### config.mk
export PLATFORM = sky130hd
export DESIGN_NAME = aes_blok_toplayici
export DESIGN_NICKNAME = d
export VERILOG_FILES = /design/src/rtl/aes_pkg.sv /design/src/rtl/aes_blok_toplayici.sv
export SDC_FILE = /design/constraint.sdc
export NUM_CORES = 1
export LEC_CHECK = 0
export BUFFER_PORTS_ARGS = -buffer_cell sky130_fd_sc_hd__buf_4
export CORE_MARGIN = 2
export CORE_UTILIZATION = 56
export CTS_CLUSTER_DIAMETER = 100
export DETAILED_ROUTE_END_ITERATION = 8
export GPL_TIMING_DRIVEN = 0
export HOLD_SLACK_MARGIN = 0.15
export PLACE_DENSITY = 0.93
export REMOVE_ABC_BUFFERS = 1
export SYNTH_ARGS = -nofsm -noshare
export SYNTH_HDL_FRONTEND = slang
export SYNTH_SLANG_ARGS = --single-unit
### constraint.sdc
create_clock -name clk -period 5.25 [get_ports clk]
set_input_delay 0.525 -clock clk [delete_from_list [all_inputs] [get_ports clk]]
set_output_delay 0.525 -clock clk [all_outputs]
set_load 0.02 [all_outputs]
### src/rtl/aes_pkg.sv
// ---------------------------------------------------------------------------
// aes_pkg
// Shared definitions for the AES-128 plaintext feeder: block/byte geometry
// and the feeder's state encoding.
// ---------------------------------------------------------------------------
package aes_pkg;

   localparam int AES_BLOK_W      = 128;
   localparam int AES_BAYT_W      = 8;
   localparam int AES_BAYT_SAYISI = 16;

   // TOPLA: collecting bytes, DOLGU: writing PKCS#7 pad bytes,
   // GONDER: block offered to the engine.
   typedef enum logic [1:0] {
      TOPLA  = 2'd0,
      DOLGU  = 2'd1,
      GONDER = 2'd2
   } durum_e;

endpackage : aes_pkg

### src/rtl/aes_blok_toplayici.sv
// ---------------------------------------------------------------------------
// aes_blok_toplayici
// Packs a byte-serial plaintext stream into 128-bit blocks for the AES-128
// engine and holds each block stable until the engine accepts it.
//
// Build option: define AES_PKCS7_EN to pad the final block of each message
// with PKCS#7 bytes (a whole-block message gets an extra 16 x 0x10 block).
// Without it, a short final block is zero-filled and sent as is.
//
// Ports:
//   clk         clock, rising edge
//   rst         synchronous active-high reset
//   v_veri      plaintext byte
//   v_gecerli   v_veri valid
//   v_son       current byte is the last of the message (with v_gecerli)
//   v_hazir     feeder can take a byte this cycle
//   blok        assembled block, byte 0 at [127:120]
//   g_gecerli   blok valid and offered to the engine
//   hazir       engine ready
//   blok_sayac  number of blocks handed to the engine (wraps)
// ---------------------------------------------------------------------------
module aes_blok_toplayici
   import aes_pkg::*;
(
   input  logic                  clk,
   input  logic                  rst,
   input  logic [AES_BAYT_W-1:0] v_veri,
   input  logic                  v_gecerli,
   input  logic                  v_son,
   output logic                  v_hazir,
   output logic [AES_BLOK_W-1:0] blok,
   output logic                  g_gecerli,
   input  logic                  hazir,
   output logic [31:0]           blok_sayac
);

   durum_e                state_q, state_d;
   logic [3:0]            say_q, say_d;
   logic [AES_BLOK_W-1:0] blok_q, blok_d;
   logic [31:0]           blok_sayac_q, blok_sayac_d;
   logic                  bayt_al;

`ifdef AES_PKCS7_EN
   logic ek_dolgu_q, ek_dolgu_d;

   // Lanes n..15 get the pad value 16-n; n==0 therefore fills all lanes
   // with 0x10, which is the extra block for whole-block messages.
   function automatic logic [AES_BLOK_W-1:0] pad_fill(
      input logic [AES_BLOK_W-1:0] b,
      input logic [3:0]            n
   );
      logic [AES_BLOK_W-1:0] r;
      logic [AES_BAYT_W-1:0] deger;
      r     = b;
      deger = 8'(AES_BAYT_SAYISI) - {4'd0, n};
      for (int i = 0; i < AES_BAYT_SAYISI; i++) begin
         if (i >= int'(n)) r[(AES_BAYT_SAYISI-1-i)*AES_BAYT_W +: AES_BAYT_W] = deger;
      end
      return r;
   endfunction
`endif

   assign v_hazir    = (state_q == TOPLA) && !rst;
   // Decoded straight from the state flop, so hazir never reaches it
   // combinationally.
   assign g_gecerli  = (state_q == GONDER);
   assign blok       = blok_q;
   assign blok_sayac = blok_sayac_q;
   assign bayt_al    = v_gecerli && v_hazir;

   always_comb begin
      // NOTE: every signal gets its hold value first so no path leaves it
      // unassigned, which would infer a latch.
      state_d      = state_q;
      say_d        = say_q;
      blok_d       = blok_q;
      blok_sayac_d = blok_sayac_q;
`ifdef AES_PKCS7_EN
      ek_dolgu_d   = ek_dolgu_q;
`endif
      case (state_q)
         TOPLA: begin
            if (bayt_al) begin
               blok_d[(AES_BAYT_SAYISI-1-int'(say_q))*AES_BAYT_W +: AES_BAYT_W] = v_veri;
               say_d = say_q + 4'd1;       // wraps to 0 after lane 15
               if (say_q == 4'd15) begin
                  state_d = GONDER;
`ifdef AES_PKCS7_EN
                  ek_dolgu_d = v_son;       // whole-block message: pad block follows
`endif
               end else if (v_son) begin
`ifdef AES_PKCS7_EN
                  state_d = DOLGU;          // say_d now holds the byte count n
`else
                  state_d = GONDER;         // remaining lanes are already zero
                  say_d   = 4'd0;
`endif
               end
            end
         end
`ifdef AES_PKCS7_EN
         DOLGU: begin
            blok_d     = pad_fill(blok_q, say_q);
            ek_dolgu_d = 1'b0;
            say_d      = 4'd0;
            state_d    = GONDER;
         end
`endif
         GONDER: begin
            if (hazir) begin
               blok_sayac_d = blok_sayac_q + 32'd1;
               // Clearing here is what makes unwritten lanes read 0x00 later.
               blok_d       = '0;
               say_d        = 4'd0;
`ifdef AES_PKCS7_EN
               state_d      = ek_dolgu_q ? DOLGU : TOPLA;
`else
               state_d      = TOPLA;
`endif
            end
         end
         default: state_d = TOPLA;
      endcase
   end

   always_ff @(posedge clk) begin
      if (rst) begin
         state_q      <= TOPLA;
         say_q        <= 4'd0;
         blok_q       <= '0;
         blok_sayac_q <= 32'd0;
`ifdef AES_PKCS7_EN
         ek_dolgu_q   <= 1'b0;
`endif
      end else begin
         // NOTE: non-blocking so all flops update together from the old values.
         state_q      <= state_d;
         say_q        <= say_d;
         blok_q       <= blok_d;
         blok_sayac_q <= blok_sayac_d;
`ifdef AES_PKCS7_EN
         ek_dolgu_q   <= ek_dolgu_d;
`endif
      end
   end

endmodule : aes_blok_toplayici

=== After elaboration in Yosys (flattened, before gate mapping) ===
Index checks and enable logic that the tools add are counted.
Widths: inputs -> output; s select.

* Register bits after elaboration: 166
* Input port bits: 13
* Output and inout bits: 162

* Add/sub/neg operators: 4
* Equality and inequality tests: 5
* Shift-type cells: 2
* Multiplexer cells: 14
* Reductions and logical operators: 8

{| class="wikitable"
|+ Operators with widths
! kind !! number
|-
| $mux 128 || 2
|-
| $pmux 128 s2 || 1
|-
| $bwmux 128 || 1
|-
| $shift 8x33->128 const A || 1
|-
| $shiftx 8x33->128 || 1
|-
| $neg 8->33 || 1
|-
| $add 32x1->32 const B || 1
|-
| $mux 4 || 4
|-
| $mux 2 || 4
|-
| $pmux 4 s2 || 1
|-
| $reduce_and 3->1 || 2
|-
| $sub 4x4->5 const A || 1
|-
| $add 4x1->4 const B || 1
|-
| $eq 4x4->1 const B || 1
|-
| $pmux 2 s2 || 1
|-
| $ne 3x2->1 const B || 1
|-
| $eq 2x2->1 const B || 1
|-
| $logic_and 1x1->1 || 2
|-
| $logic_not 2->1 || 1
|-
| $ne 2x1->1 const B || 1
|-
| $ne 2x2->1 const B || 1
|-
| $reduce_and 2->1 || 1
|-
| $reduce_bool 2->1 || 1
|-
| $logic_not 1->1 || 1
|}

=== Depth between registers and ports, before layout ===
* Word-level depth: 6
* Gate-level depth with buffers: 9
* Depth with buffers taken out: 7

=== Worst setup path after synthesis ===
Ideal clock, no wire load.

* Path kind: register -> register
* From: register say_q[0]
* To: register blok_q[64], in the netlist blok[64]
* Setup time: 0.117 ns
* Arrival time: 2.208 ns
* Required time: 5.133 ns
* Slack: 2.926 ns
* Cell stages (with the launch flop): 9
* Buffers on the path: 1
* Cells stage by stage: dfxtp_1 -> clkbuf_1 -> nand3_1 -> inv_1 -> ha_1 -> nand2b_1 -> a2111oi_0 -> a21oi_1 -> a22o_1

* Cells in the longest elaborated chain, start to end: 6
* Elaborated cells between the ends (all ways): 7

{| class="wikitable"
|+ RTL lines
! element !! RTL line !! text
|-
| start: declaration || aes_blok_toplayici.sv:38 || <nowiki>logic [3:0] say_q, say_d;</nowiki>
|-
| start signal: assignment || aes_blok_toplayici.sv:138 || <nowiki>say_q <= say_d;</nowiki>
|-
| $sub 4x4->5 * || aes_blok_toplayici.sv:84 || <nowiki>blok_d[(AES_BAYT_SAYISI-1-int'(say_q))*AES_BAYT_W +: AES_BAYT_W] = v_veri;</nowiki>
|-
| $neg 8->33 * || aes_blok_toplayici.sv:84 ||
|-
| $shiftx 8x33->128 / $shift 8x33->128 (equally long branches) || aes_blok_toplayici.sv:84 ||
|-
| $bwmux 128 * || aes_blok_toplayici.sv:84 ||
|-
| $mux 128 * || aes_blok_toplayici.sv:83 || <nowiki>if (bayt_al) begin</nowiki>
|-
| $pmux 128 s2 * || aes_blok_toplayici.sv:81 || <nowiki>case (state_q)</nowiki>
|-
| end signal: assignment || aes_blok_toplayici.sv:139 || <nowiki>blok_q <= blok_d;</nowiki>
|-
| end: declaration || aes_blok_toplayici.sv:39 || <nowiki>logic [AES_BLOK_W-1:0] blok_q, blok_d;</nowiki>
|}

Mark *: on every way between the ends. The rest lies on a longest branch, timed or not. The select of a mux whose other input is x is not followed.
A chain may end at the register's enable or synchronous reset.

=== Worst setup path in the final report ===
* From: register say_q[2]
* To: register blok_q[112], in the netlist blok[112]

The elaborated chain is that of the path after synthesis.

==> results.toml <==
[logic_synthesis]
synth_mux_area_share_pct = 1.61
synth-adder-area-share_pct = 0.604
synth_top_family_by_area = "compound AO/OA/AOI/OAI gates"
synth_compound_area_share_pct = 25.5
yosys_warnings = 0
synthFlopType = "dfxtp_1"
synth-edff-count = 0
syn_area_per_cell_um2 = 10.6
ys_seq_area_share_pct = 53.1
yosys.area_share.simple_pct = 14.6
synth_cell_types = 57
async_flop_share_pct = 0
netlist_instances = 584
synth_area_um2 = 6220
synth_xor_area_share_pct = 1.81
synth_seq_cells = 165

[sta]
drv_slew = 0
worstMarginPinSlew_ps = 1040
skew_ps = 12.8
slew_headroom_pct = 30.0
timing.setup.tns_ps = 0
setup_ws_ps = 2050
min_period_ps = 3200
finalSetupViolCount = 0
hold_viol_final = 0
period_share_pct = 61.0
fmax_mhz = 312
rsz0062_at_grt = "false"

[setup_path]
critPathKind = "flop to flop"
end_kind = "flop"
cp-start-kind = "flop"
required_ps = 5730
arrival_ps = 3680
cp_max_fo = 15

[floorplanning]
ioPinCount = 175
coreArea_um2 = 10800
die_y_um = 109
start_util_pct = 57.4
die_x_um = 109
die_area_um2 = 12000
rows = 38

[clocking]
root_buffer = "clkbuf_8"
max-clock-path-buffers = 2
cts_tree = "done"
post_cts_buffers = 0
cts.sinks = 165
cts_hold_buf = 0
clk_latency_ps = 530
cts_buffers = 17
htreeDepth = 4
clkSlewWorstSetupHoldPaths_ps = 70
cts_resized = 0

[final_layout]
final_common_cell = "buf_4"
n_antenna_cell = 0
layout_common_cells = "buf_4 (174), dfxtp_1 (165), a22o_1 (115), nor2_1 (29), a21oi_1 (28)"
nets = 759
drive_gt1_share_pct = 30.7
final_util_pct = 75.5
area_growth_pct = 31.6
fillers = 742

[global_routing]
antenna_found_initial = 0
gr-total-overflow = 0
grt_max_degree = 53
grt_pass1_wl_um = 28800
globalRouteTotalUtil_pct = 31.1
grt_pass1_vias = 5465

[power_and_ir_drop]
power_switching_uw = 641
seqPwrFrac_pct = 47.1
p_per_area_nw_per_um2 = 328
swShare_pct = 23.9
p_leak_uw = 0.00342
p_int_uw = 2040
clockPowerShare_pct = 48.1
p_comb_share_pct = 4.8
peakVddDrop_mv = 0.209

[detailed_routing]
firstDrtPassIters = 6
wirelength_um = 18700
drt_iter0_drc = 630
vias = 5731
drc = 0
routed_via_density = 6.40
ant_nets = 0
wl_per_cell_um = 20.8

[placed_design]
place_hpwl_um = 12500
portBuffers = 174
gp_congestion = 0.910
post-place-ws_ps = 2220

[hold_path]
min_path_type = "primary input to flop"

[run]
maxCapViolCount = 0

[status]
outcome = "completed"
sequential cells by signal (all words and copies together) (netlist names):
name	flops
state_q	1
blok	128
blok_sayac	32
say_q	4
power by group through the flow:
stage / logic [uW] / registers, uW / clock network (uW)
2_1_floorplan: 57.8 / 1300 / 0
3_3_place_gp: 118 / 1290 / 0
3_5_place_dp: 121 / 1290 / 0
4_1_cts: 123 / 1260 / 1300
5_1_grt: 135 / 1260 / 1340
6_report: 128 / 1260 / 1290
per-stage QoR:
step                cells  power [uW]  hold slack (ps)  instance area (um^2)
floorplan             550        1350              544                  6080
global placement      864        1410              450                  7560
detailed placement    864        1410              455                  7560
CTS                   896        2680              277                  8180
global route          896        2740              287                  8180
finish                896        2680              302                  8180
Yosys cell counts (5+ instances only):
master / instances / share of area [%]
dfxtp_1: 165 / 53
a22o_1: 115 / 16
nor2_1: 29 / 1.8
a21oi_1: 28 / 2.3
nand3_1: 22 / 1.8
clkbuf_1: 20 / 1.2
nand2_1: 13 / 0.78
nor3_1: 12 / 0.97
or4_1: 12 / 1.4
nor2b_1: 11 / 1.1
o31ai_1: 11 / 1.3
nand4_1: 10 / 1.0
buf_1: 9 / 0.54
a32o_1: 8 / 1.3
inv_1: 8 / 0.48
mux2_2: 8 / 1.4
and2_1: 7 / 0.70
nor3_2: 6 / 0.97
or3_1: 6 / 0.60
xnor2_1: 6 / 0.85
and3_1: 5 / 0.50
o21ai_0: 5 / 0.40
xor2_1: 5 / 0.70
kinds of logic after synthesis:
kind of cell | Yosys count
AO/OA/AOI/OAI | 198
flip-flops | 165
AND/OR/NAND/NOR | 154
buffers and inverters | 43
XOR/XNOR | 12
multiplexers | 9
adder cells (fa/ha/maj) | 3
worst max-delay path: stages, from the launching register on:
cell,delay [ps]
dfxtp_1,660
nand3_1,240
inv_1,110
ha_1,450
inv_1,290
o21ai_0,360
nor4_2,800
a22o_1,250
routing by layer:
metal	wire [um]	part of all wire [%]	track usage (%)
met5	0	0	0
met4	486	2.6	12.1
met3	1760	9.4	7.41
met2	9050	49	51.8
met1	7360	39	39.1
area by class of cell:
type	count	area (um^2)	area share [%]
clock buffer	18	428	5.23
sequential	165	3300	40.4
timing repair buffer	174	1310	16.0
inverter	9	33.8	0.413
tap	140	175	2.14
multi-input combinational	376	2740	33.5
clock inverter	14	190	2.32
worst paths after layout:
path,startpoint,to,slack (ps),cells past startpoint
worst max-delay path,say_q[2],blok[112],2050,7
worst min-delay path,v_son,say_q[2],300,3
worst max register to register,say_q[2],blok[112],2050,7
worst min register to register,blok[121],blok[121],470,1
(Power assumes the default switching activity.)
